===== src/rtl/channel_rle_pkg.sv =====
// Shared types and constants for the channel run-length encoder.
package channel_rle_pkg;

   localparam int unsigned CODE_W    = 3;
   localparam int unsigned RUN_W_DEF = 5;

   // One emitted run: channel code and number of consecutive samples.
   typedef struct packed {
      logic [CODE_W-1:0]    code;
      logic [RUN_W_DEF-1:0] run;
   } rle_token_t;

   // Run tracker states.
   typedef enum logic [0:0] {
      IDLE = 1'b0,
      RUN  = 1'b1
   } rle_state_e;

endpackage


===== src/rtl/rle_fifo.sv =====
// Synchronous token FIFO; a push into a full FIFO is accepted only when a pop frees a slot.
module rle_fifo #(
   parameter int unsigned DEPTH = 4,
   parameter int unsigned W     = 8
) (
   input  logic                     clk,
   input  logic                     rst,
   input  logic                     push,
   input  logic                     pop,
   input  logic [W-1:0]             wdata,
   output logic [W-1:0]             rdata,
   output logic                     full,
   output logic                     empty,
   output logic [$clog2(DEPTH):0]   level
);

   localparam int unsigned AW = $clog2(DEPTH);
   localparam int unsigned LW = AW + 1;

   logic [W-1:0]  mem [DEPTH];
   logic [AW-1:0] wr_ptr;
   logic [AW-1:0] rd_ptr;
   logic [LW-1:0] count;
   logic          push_ok;
   logic          pop_ok;

   assign full    = (count == LW'(DEPTH));
   assign empty   = (count == '0);
   assign level   = count;
   assign pop_ok  = pop && !empty;
   assign push_ok = push && (!full || pop_ok);
   // Head is forced to zero while empty so stale storage never shows on the outputs.
   assign rdata   = empty ? '0 : mem[rd_ptr];

   // Pointer and occupancy bookkeeping.
   always_ff @(posedge clk) begin
      if (rst) begin
         wr_ptr <= '0;
         rd_ptr <= '0;
         count  <= '0;
      end else begin
         if (push_ok) wr_ptr <= wr_ptr + AW'(1);
         if (pop_ok)  rd_ptr <= rd_ptr + AW'(1);
         case ({push_ok, pop_ok})
            2'b10:   count <= count + LW'(1);
            2'b01:   count <= count - LW'(1);
            default: count <= count;
         endcase
      end
   end

   // Token storage; contents are don't-care until written.
   always_ff @(posedge clk) begin
      if (push_ok) mem[wr_ptr] <= wdata;
   end

endmodule


===== src/rtl/channel_rle.sv =====
// Run-length encoder for priority-encoded spectrogram channel codes with a token FIFO.
module channel_rle
   import channel_rle_pkg::*;
#(
   parameter int unsigned RUN_W      = RUN_W_DEF,
   parameter int unsigned FIFO_DEPTH = 4
) (
   input  logic                            clk,
   input  logic                            rst,
   input  logic                            sample_en,
   input  logic [CODE_W-1:0]               channel_code,
   input  logic                            flush,
   output logic                            out_valid,
   input  logic                            out_ready,
   output logic [CODE_W-1:0]               out_code,
   output logic [RUN_W-1:0]                out_run,
   output logic                            overflow,
   output logic [$clog2(FIFO_DEPTH):0]     fifo_level
);

   localparam int unsigned TOK_W = CODE_W + RUN_W;
   localparam logic [0:0]  ST_IDLE = 1'(IDLE);
   localparam logic [0:0]  ST_RUN  = 1'(RUN);
   localparam logic [RUN_W-1:0] RUN_MAX = '1;

   logic [0:0]        state;
   logic [0:0]        nxt_state;
   logic [CODE_W-1:0] cur_code;
   logic [CODE_W-1:0] nxt_code;
   logic [RUN_W-1:0]  cur_cnt;
   logic [RUN_W-1:0]  nxt_cnt;
   logic              push_c;
   logic              pop_c;
   logic              fifo_full;
   logic              fifo_empty;
   logic [TOK_W-1:0]  head;

   assign out_valid = !fifo_empty;
   assign pop_c     = out_valid && out_ready;
   assign out_code  = head[TOK_W-1:RUN_W];
   assign out_run   = head[RUN_W-1:0];

   // Run tracker state register.
   always_ff @(posedge clk) begin
      if (rst) begin
         state    <= ST_IDLE;
         cur_code <= '0;
         cur_cnt  <= '0;
      end else begin
         state    <= nxt_state;
         cur_code <= nxt_code;
         cur_cnt  <= nxt_cnt;
      end
   end

   // Next-state and push decision; the pushed token is always the run being closed.
   always_comb begin
      nxt_state = state;
      nxt_code  = cur_code;
      nxt_cnt   = cur_cnt;
      push_c    = 1'b0;
      case (state)
         ST_IDLE: begin
            if (sample_en) begin
               nxt_state = ST_RUN;
               nxt_code  = channel_code;
               nxt_cnt   = RUN_W'(1);
            end
         end
         ST_RUN: begin
            if (flush) begin
               push_c = 1'b1;
               if (sample_en) begin
                  nxt_code = channel_code;
                  nxt_cnt  = RUN_W'(1);
               end else begin
                  nxt_state = ST_IDLE;
                  nxt_code  = '0;
                  nxt_cnt   = '0;
               end
            end else if (sample_en) begin
               // A saturated run splits rather than wrapping to zero.
               if ((channel_code != cur_code) || (cur_cnt == RUN_MAX)) begin
                  push_c   = 1'b1;
                  nxt_code = channel_code;
                  nxt_cnt  = RUN_W'(1);
               end else begin
                  nxt_cnt = cur_cnt + RUN_W'(1);
               end
            end
         end
         default: begin
            nxt_state = ST_IDLE;
            nxt_code  = '0;
            nxt_cnt   = '0;
         end
      endcase
   end

   // Sticky drop flag: a push that the full FIFO could not absorb this cycle.
   always_ff @(posedge clk) begin
      if (rst) begin
         overflow <= 1'b0;
      end else if (push_c && fifo_full && !pop_c) begin
         overflow <= 1'b1;
      end
   end

   rle_fifo #(
      .DEPTH (FIFO_DEPTH),
      .W     (TOK_W)
   ) u_fifo (
      .clk   (clk),
      .rst   (rst),
      .push  (push_c),
      .pop   (pop_c),
      .wdata ({cur_code, cur_cnt}),
      .rdata (head),
      .full  (fifo_full),
      .empty (fifo_empty),
      .level (fifo_level)
   );

endmodule


===== config.mk =====
export PLATFORM = sky130hd
export DESIGN_NAME = channel_rle
export DESIGN_NICKNAME = d
export VERILOG_FILES = /design/src/rtl/channel_rle_pkg.sv /design/src/rtl/rle_fifo.sv /design/src/rtl/channel_rle.sv
export SDC_FILE = /design/constraint.sdc
export NUM_CORES = 1
export LEC_CHECK = 0
export CORE_AREA = 2 2 64 66
export DETAILED_ROUTE_END_ITERATION = 10
export DIE_AREA = 0 0 66 68
export GPL_TIMING_DRIVEN = 0
export PLACE_DENSITY = 0.86
export SYNTH_ARGS = -nofsm -noshare
export SYNTH_HDL_FRONTEND = slang
export SYNTH_SLANG_ARGS = --single-unit

===== constraint.sdc =====
create_clock -name clk -period 8.1 [get_ports clk]
set_input_delay 1.215 -clock clk [delete_from_list [all_inputs] [get_ports clk]]
set_output_delay 1.215 -clock clk [all_outputs]
set_load 0.01 [all_outputs]

Yosys cells after proc, flatten, opt, wreduce, memory -nomap -nowiden
Memories as Yosys holds them, arrays and structs flattened. A register that Yosys moved wholly into a read port is not among the register bits.
Cells that the tools add are included.
Word-level totals
  bits in registers: 17
  bits in writable memories: 32
  bits of input ports: 8
  output and inout bits: 13
  logic and storage cells: 61
  memories kept: 1
Operators by class
  add/subtract/negate cells: 5
  eq/ne operators: 8
  muxes and demuxes: 25
  bitwise gates (word level): 1
  reductions and logical operators: 14
Memories
  u_fifo.mem: depth 4, bits a word 8, rd ports 1, clocked after memory_dff 1, wr ports 1, line rle_fifo.sv:20  | logic [W-1:0] mem [DEPTH];
Operator list (number)
  5-bit 2-to-1 mux: 4
  3-bit 2-to-1 mux: 5
  3-bit one-hot mux with 2 select lines: 2
  5-bit one-hot mux with 2 select lines: 1
  1-bit 2-to-1 mux: 9
  8-bit 2-to-1 mux: 1
  5-bit by 1-bit adder with 5-bit output, second input constant: 1
  5-bit == test, second input constant: 1
  1-bit logical AND: 5
  2-bit by 1-bit adder with 2-bit output, second input constant: 2
  2-bit 2-to-1 mux: 2
  3-bit by 1-bit adder with 3-bit output, second input constant: 1
  3-bit == test, second input constant: 1
  1-bit zero test: 3
  3-bit zero test: 1
  3-bit by 2-bit inequality test with 1-bit output, second input constant: 1
  3-bit inequality test: 1
  3-bit inequality test, second input constant: 1
  3-bit AND reduction: 1
  3-bit by 1-bit subtractor with 3-bit output, second input constant: 1
  2-bit by 1-bit == test with 1-bit output, second input constant: 1
  2-bit == test, second input constant: 1
  1-bit logical OR: 2
  2-bit inequality test, second input constant: 1
  4 further kinds: 4

Depth between registers and ports, before layout
Gate-level depths: netlist (run 1).
  depth in word-level cells: 9
  depth in mapped cells: 13
  depth with buffers taken out: 13

Cells and area by module
From an unflattened synthesis (run 1), not the netlist that was laid out.
Second synthesis, totals
  cell total of the unflattened synthesis: 167
  area total of the unflattened synthesis: 2227.1 sq um
By module, submodules not included
  rle_fifo: instances 1, cells an instance 105, area each 1706.6 sq um, sequential area each 1141.1 sq um
  channel_rle: instances 1, cells an instance 62, area each 520.5 sq um, sequential area each 200.2 sq um

Worst setup path before layout (run 1)
Ideal clock, no wire load.
  path type: input to register
  from: input channel_code[2]
  to: register u_fifo.count[2], in the netlist u_fifo.level[2]
  library setup time: 0.071 ns
  arrival time: 2.893 ns
  data required time: 8.029 ns
  path slack: 5.136 ns
  stages on the path: 10
  path buffers: 0
  cells stage by stage: xnor2_1 -> a41oi_1 -> and2b_4 -> inv_1 -> ha_1 -> inv_1 -> fa_1 -> xor2_1 -> or3_1 -> a21oi_1
Between the ends
  cells in the longest elaborated chain, start to end: 9
  elaborated cells between the ends (all ways): 11
  classes of those cells: eq/ne: 3; mux: 5; reduce/logical: 3
Ends and longest elaborated chain
  start: declaration: line channel_rle.sv:11  | input logic [CODE_W-1:0] channel_code,
  3-bit inequality test *: line channel_rle.sv:83  | if ((channel_code != cur_code) || (cur_cnt == RUN_MAX)) begin
  1-bit logical OR *: line channel_rle.sv:83
  1-bit 2-to-1 mux *: line channel_rle.sv:83
  1-bit 2-to-1 mux *: line channel_rle.sv:81  | end else if (sample_en) begin
  1-bit 2-to-1 mux *: line channel_rle.sv:71  | if (flush) begin
  1-bit 2-to-1 mux *: line channel_rle.sv:62  | case (state)
  1-bit logical AND *: line rle_fifo.sv:31  | assign push_ok = push && (!full || pop_ok);
  2-bit by 1-bit == test with 1-bit output / 2-bit == test (equally long branches): line rle_fifo.sv:44  | case ({push_ok, pop_ok})
  3-bit one-hot mux with 2 select lines / 2-bit nonzero test (equally long branches)
  end signal: assignment: line rle_fifo.sv:45  | 2'b10: count <= count + LW'(1);
  end signal: assignment: line rle_fifo.sv:46  | 2'b01: count <= count - LW'(1);
  end signal: assignment: line rle_fifo.sv:47  | default: count <= count;
  end: declaration: line rle_fifo.sv:23  | logic [LW-1:0] count;
Mark *: on every way between the ends. The rest lies on a longest branch, timed or not.
A chain may end at the register's enable or synchronous reset.

Final worst setup path (run 1)
  from: input channel_code[0]
  to: register u_fifo.count[2], in the netlist u_fifo.level[2]
The elaborated chain is that of the path after synthesis.

==> results.tsv, run 1 <==
stage	metric	value	unit
outcome	status	completed	
yosys	Syn Std Cell Area	0.002202	mm^2
worst_setup_path	critical path capture point type	flip-flop	
clocking	clock root buffer	clkbuf_8	
worst_setup_path	Worst R2R Start	cur_cnt[0]	
global_route	vias in the first global route	1361	
yosys	Main synth FF type	edfxtp_1	
routing	drt wl/cell	16.77	um
finish	Finished Layout Cells	232	
timing	maximum clock rate	0.2931	GHz
clocking	Clk Latency, worst-skew pair	300	ps
yosys	Net Count, Synth	170	
finish	Nets	197	
placement	gpl congestion	0.7907	
routing	met2 WL	2.203	mm
yosys	number of synthesized flops with an enable pin	32	
timing	final setup fails	0	
worst_setup_path	WP data required	8330	ps
finish	layout cell share with drive strength beyond 1	15.38	%
power_and_ir_drop	power density cells	256.0	mW/mm^2
clocking	Post-CTS Setup Inserts	0	
routing	Iter 0 DRT Violations	44	
placement	Post-DP Area	0.002465	mm^2
global_route	global-route wire length before repair	6.327	mm
finish	Final Cell Area	0.002550	mm^2
yosys	Synth Register Bits	51	
min_path	WHS Endpoint	overflow	
clocking	Hold Buf Count CTS	0	
worst_setup_path	r2r endpoint	u_fifo.level[2]	
timing	unrepaired setup endpoints after global routing	no	
routing	DR pass1 iterations	4	
timing	Setup TNS	0	ps
die	I/O pins	21	
routing	Vias	1264	
yosys	yosys warns	0	
worst_setup_path	Top cell by count, worst path	inv_1	
worst_setup_path	crit path max-delay cell type	clkdlybuf4s50_1	
worst_setup_path	WS Path Type	input pin to flip-flop	
min_path	Hold Path Depth	2	
timing	Worst-Margin Slew	498.3	ps
routing	met1 WL	1.509	mm
global_route	global route overflow	0	
finish	final core occ	66.13	%
finish	Layout area overhead	15.80	%
clocking	CTS tree	yes	
finish	most frequent cells in the layout	32 x edfxtp_1, 20 x clkdlybuf4s50_1, 19 x dfxtp_1	
yosys	Synth cell types	36	
die	Initial Util	57.11	%
routing	top sig layer	met4	
power_and_ir_drop	Static Leak	0.9066	nW
timing	Final Skew	3.483	ps
yosys	Async SR Flop Fraction	0	%
global_route	largest net degree at the start of global routing	16	
global_route	initial antenna violation count	0	
worst_setup_path	Levels on crit path	11	
job	maxcap violations	0	
timing	final hold violation count	0	
finish	most common cell after layout, fill and taps aside	edfxtp_1	
routing	number of remaining DRC errors	0	
die	Core ar.	0.003856	mm^2
clocking	CTS buffer count	5	
timing	Tmin final	3412	ps
clocking	clock buffer depth	2	
worst_setup_path	R2R setup slack	5150	ps
yosys	Seq/Total Area, Yosys	60.91	%
die	full die area	0.004488	mm^2
clocking	Clk pin slew, worst setup/hold paths	80	ps
finish	antenna cells	0	
worst_setup_path	Top delay family on crit path	buffers and inverters	
timing	Final Max Slew Viols	0	
yosys	syn_area_per_cell	14.30	um^2
placement	dpl cells	224	
worst_setup_path	crit path cell chain	clkdlybuf4s50_1 -> xnor2_1 -> a41oi_1 -> and2b_4 -> inv_1 -> ha_1 -> inv_1 -> fa_1 -> xor2_1 -> or3_1 -> a21oi_1	
clocking	CTS sink cnt	51	
worst_setup_path	Register-to-Register Path Depth	13	
placement	PortBufs	20	
worst_setup_path	worst path arrival time	3640	ps
routing	DRT Wirelength	3.890	mm
die	Die Span Y	68	um
power_and_ir_drop	Final Power	0.6527	mW
timing	Worst slew margin	66.78	%
worst_setup_path	startpoint types	input pin	
routing	Final ANT Viol Nets	0	
min_path	worst hold-check path type	flip-flop to flip-flop	
yosys	post-synthesis cell count	154	
routing	vias per std cell	5.448	
timing	Final period util	42.12	%
power_and_ir_drop	Max VDD drop	0.1531	mV
worst_setup_path	crit-path max FO	7	
clocking	PostCTS Resize Cnt	0	
routing	met3 routed WL	126	um
placement	dpl hpwl	2.866	mm
finish	number of fill cells in the layout	285	
worst_setup_path	critical path's largest stage delay	450	ps
clocking	H-tree depth	2	
min_path	Hold Path Origin	overflow	
worst_setup_path	CP bufs+invs	3	
global_route	GRT Resource Usage Total	19.64	%
die	Core Rows	23	
die	die width	66	um
[worst min-delay path: stages, from the launching register on]
cell and delay, ps:
dfxtp_1 330, a21oi_1 40, nor2_1 70
[layer usage]
layer	up-vias	GRT usage, %
li1	608	-
met1	624	21.38
met2	27	37.50
met3	5	4.112
met4	0	7.653
met5	-	0
[power breakdown]
group	internal, mW	total (mW)	switching, mW
sequential	0.292	0.307	0.0144
clock	0.0604	0.140	0.0797
combinational	0.117	0.206	0.0887
[cell families (layout without fill, tap and decap cells)]
family          after synthesis  count (layout)  synth area share (%)
flops                        51              51                 60.91
simple gates                 50              50                 13.35
mux                          15              15                 11.59
buf+inv                      11              39                 2.272
compound gates               10              10                 3.409
xor+xnor                      9               9                 3.579
fa+ha+maj                     8               8                 4.886
[Yosys cell counts, types with 2 or more instances]
library cell / n / area share (%)
a21oi_1: 4 / 0.91
and2_1: 8 / 2.3
and2_2: 4 / 1.4
clkbuf_1: 3 / 0.51
dfxtp_1: 19 / 17
edfxtp_1: 32 / 44
ha_1: 7 / 4.0
inv_1: 6 / 1.0
mux2i_1: 6 / 2.7
mux4_2: 8 / 8.2
nand2_1: 5 / 0.85
nand2b_1: 5 / 1.4
nor2_1: 12 / 2.0
nor3_1: 5 / 1.1
o21ai_0: 2 / 0.45
xnor2_1: 4 / 1.6
xor2_1: 5 / 2.0
[per-stage QoR]
stage	hold slack [ps]	worst slack [ps]
2_1_floorplan	481.8	5136
4_1_cts	489.9	4700
5_1_grt	542.8	4564
6_report	481.1	4688
3_5_place_dp	464.7	4388
3_3_place_gp	453.9	4521
[how the worst max path moves through the flow]
| stage | endpoint | from |
|---|---|---|
| after global routing | u_fifo.level[2] | channel_code[0] |
| after CTS | u_fifo.level[2] | channel_code[0] |
| after detailed placement | u_fifo.level[2] | channel_code[0] |
| after global placement | u_fifo.level[2] | channel_code[2] |
| final | u_fifo.level[2] | channel_code[0] |
| after floorplan | u_fifo.level[2] | channel_code[2] |
[flip-flops by register name (all words and copies together), names as in the netlist, named ones only]
name and flops:
state 1, cur_cnt 5, cur_code 3, u_fifo.wr_ptr 2, overflow 1, u_fifo.level 3
u_fifo.mem 32, u_fifo.rd_ptr 2
[final cells by class]
type	instances	area (um^2)	area share, %
plain buffers	5	27.53	1.079
clock buffers	6	72.57	2.846
clock inverters	2	12.51	0.4907
inverters	6	22.52	0.8832
multi-input cells	92	810.8	31.80
flip-flops and latches	51	1341	52.60
well taps	50	62.56	2.453
repair buffers	20	200.2	7.851
(Power assumes the default switching activity.)
==> run 2, diff against run 1 <==
--- a/config.mk
+++ b/config.mk
@@ -5,11 +5,11 @@
 export SDC_FILE = /design/constraint.sdc
 export NUM_CORES = 1
 export LEC_CHECK = 0
-export CORE_AREA = 2 2 64 66
+export CORE_AREA = 2 2 66 68
 export DETAILED_ROUTE_END_ITERATION = 10
-export DIE_AREA = 0 0 66 68
+export DIE_AREA = 0 0 68 70
 export GPL_TIMING_DRIVEN = 0
-export PLACE_DENSITY = 0.86
+export PLACE_DENSITY = 0.82
 export SYNTH_ARGS = -nofsm -noshare
 export SYNTH_HDL_FRONTEND = slang
 export SYNTH_SLANG_ARGS = --single-unit
==> constraint.sdc (replaced) <==
create_clock -name clk -period 3.5 [get_ports clk]
set_input_delay 0.525 -clock clk [delete_from_list [all_inputs] [get_ports clk]]
set_output_delay 0.525 -clock clk [all_outputs]
set_load 0.01 [all_outputs]
==> run 2 against run 1 <==
  * Critical path depth increased by 2
  * Register-to-register slack got worse by 4500 ps
  * Combinational power increased by 130%
  * Count of clock-buffer cells in the layout down 1
  * Final area up 0.59%
  * First-iteration DRC count fell by 14%
  * Sequential power rose by 130%
  * Clock skew is 3.8 ps higher
  * Non-clock buffer count unchanged
  * Global-route usage fell by 1.9 points
==> results.tsv, run 2 (same netlist as run 1, synthesis figures left out) <==
stage	metric	value	unit
timing	Tmin final	2889	ps
timing	Worst-Margin Slew	494.6	ps
clocking	Hold Buf Count CTS	0	
routing	Vias	1251	
finish	most frequent cells in the layout	32 x edfxtp_1, 20 x clkdlybuf4s50_1, 19 x dfxtp_1	
finish	Nets	197	
finish	antenna cells	0	
finish	most common cell after layout, fill and taps aside	edfxtp_1	
die	Core ar.	0.004144	mm^2
finish	Top reg by flops	u_fifo.mem	
global_route	met1 usage	21.46	%
worst_setup_path	r2r endpoint	u_fifo.level[2]	
global_route	met2 Track Usage GR	30.31	%
die	Initial Util	53.14	%
clocking	CTS buffer count	5	
die	Core Rows	24	
global_route	GRT met3 Usage	4.831	%
timing	Final Skew	7.299	ps
worst_setup_path	worst path arrival time	3120	ps
placement	Post-DP Area	0.002467	mm^2
finish	Final Cell Area	0.002565	mm^2
clocking	H-tree depth	2	
job	maxcap violations	0	
worst_setup_path	Register-to-Register Path Depth	13	
global_route	largest net degree at the start of global routing	19	
timing	final hold violation count	0	
routing	Final ANT Viol Nets	0	
clocking	Post-CTS Setup Inserts	0	
clocking	clock root buffer	clkbuf_8	
die	I/O pins	21	
timing	Final Max Slew Viols	0	
clocking	Clk pin slew, worst setup/hold paths	90	ps
routing	number of remaining DRC errors	0	
worst_setup_path	WS Path Type	flip-flop to flip-flop	
global_route	initial antenna violation count	0	
global_route	vias in the first global route	1312	
die	Die Span Y	70	um
power_and_ir_drop	Final Power	1.528	mW
finish	Finished Layout Cells	234	
finish	number of fill cells in the layout	318	
finish	Largest regs	u_fifo.mem: 32 flops, cur_cnt: 5 flops	
timing	Final period util	82.54	%
outcome	status	completed	
finish	layout cell share with drive strength beyond 1	15.93	%
routing	Iter 0 DRT Violations	38	
routing	DR pass1 iterations	4	
global_route	global-route wire length before repair	6.147	mm
clocking	CTS tree	yes	
routing	drt wl/cell	15.34	um
timing	unrepaired setup endpoints after global routing	no	
worst_setup_path	WP data required	3730	ps
worst_setup_path	crit-path max FO	8	
min_path	Hold Path Depth	2	
power_and_ir_drop	Max VDD drop	0.3888	mV
global_route	global route overflow	0	
worst_setup_path	startpoint types	flip-flop	
worst_setup_path	Worst R2R Start	cur_cnt[0]	
finish	max reg flops	32	
placement	gpl congestion	0.7102	
min_path	WHS Endpoint	overflow	
global_route	Top Usage Layer GRT	met2	
timing	maximum clock rate	0.3461	GHz
finish	final core occ	61.90	%
global_route	GRT Resource Usage Total	17.74	%
clocking	CTS sink cnt	51	
power_and_ir_drop	power density cells	595.7	mW/mm^2
placement	dpl cells	226	
timing	Setup TNS	0	ps
placement	PortBufs	20	
finish	Layout area overhead	16.48	%
worst_setup_path	critical path capture point type	flip-flop	
placement	dpl hpwl	2.659	mm
power_and_ir_drop	Static Leak	0.9156	nW
routing	DRT Wirelength	3.590	mm
min_path	Hold Path Origin	overflow	
timing	final setup fails	0	
routing	vias per std cell	5.346	
timing	Worst slew margin	67.03	%
clocking	PostCTS Resize Cnt	0	
die	full die area	0.004760	mm^2
clocking	clock buffer depth	2	
clocking	Clk Latency, worst-skew pair	300	ps
min_path	worst hold-check path type	flip-flop to flip-flop	
worst_setup_path	R2R setup slack	610	ps
die	die width	68	um
run 2: cell count changes in the layout (fill, tap and decap cells not counted), sizes merged:
cell and change:
clkinv +1, clkinvlp -1, inv +1, clkbuf -1
run 2: layout make-up:
| class | count | area (um^2) | area share (%) |
|---|---|---|---|
| sequential | 51 | 1341 | 52.29 |
| multi-input combinational | 92 | 810.8 | 31.61 |
| timing repair buffer | 20 | 200.2 | 7.805 |
| clock buffer | 5 | 68.82 | 2.683 |
| tap | 52 | 65.06 | 2.537 |
| clock inverter | 3 | 28.78 | 1.122 |
| buffer | 5 | 27.53 | 1.073 |
| inverter | 6 | 22.52 | 0.8780 |
run 2: worst max-delay path, cell delays in order, from the launching register on:
cell     delay (ps)
dfxtp_1         400
ha_1            250
and3_1          190
ha_1            190
nor2_1          100
a41oi_1         160
and2b_4         230
inv_1            60
ha_1            170
inv_1            60
fa_1            380
xor2_1          160
or3_1           310
a21oi_1         140
run 2: stage by stage:
step	hold WS [ps]	setup WS [ps]
6_report	498.6	611.0
4_1_cts	503.9	582.1
3_5_place_dp	482.1	524.2
3_3_place_gp	458.5	621.3
5_1_grt	519.1	398.4
2_1_floorplan	481.8	915.6
run 2: where the power goes:
group | internal, mW | leakage, nW | switching, mW
Clock | 0.148 | 0.0502 | 0.199
Combinational | 0.271 | 0.407 | 0.200
Sequential | 0.677 | 0.458 | 0.0338
Total | 1.10 | 0.916 | 0.432
run 2: how the worst max path moves through the flow:
stage | start | end | slack [ps] | cells past startpoint
2_1_floorplan | cur_cnt[0] | u_fifo.level[2] | 920 | 13
3_3_place_gp | channel_code[2] | u_fifo.level[2] | 620 | 11
3_5_place_dp | channel_code[2] | u_fifo.level[2] | 520 | 11
4_1_cts | cur_cnt[0] | u_fifo.level[2] | 580 | 13
5_1_grt | cur_cnt[0] | u_fifo.level[2] | 400 | 13
6_report | cur_cnt[0] | u_fifo.level[2] | 610 | 13
run 2: layer usage:
metal / vias to the layer above / part of all wire (%)
met4: 0 / 1.2
li1: 605 / -
met1: 614 / 41
met2: 27 / 55
met5: - / 0
met3: 5 / 3.1
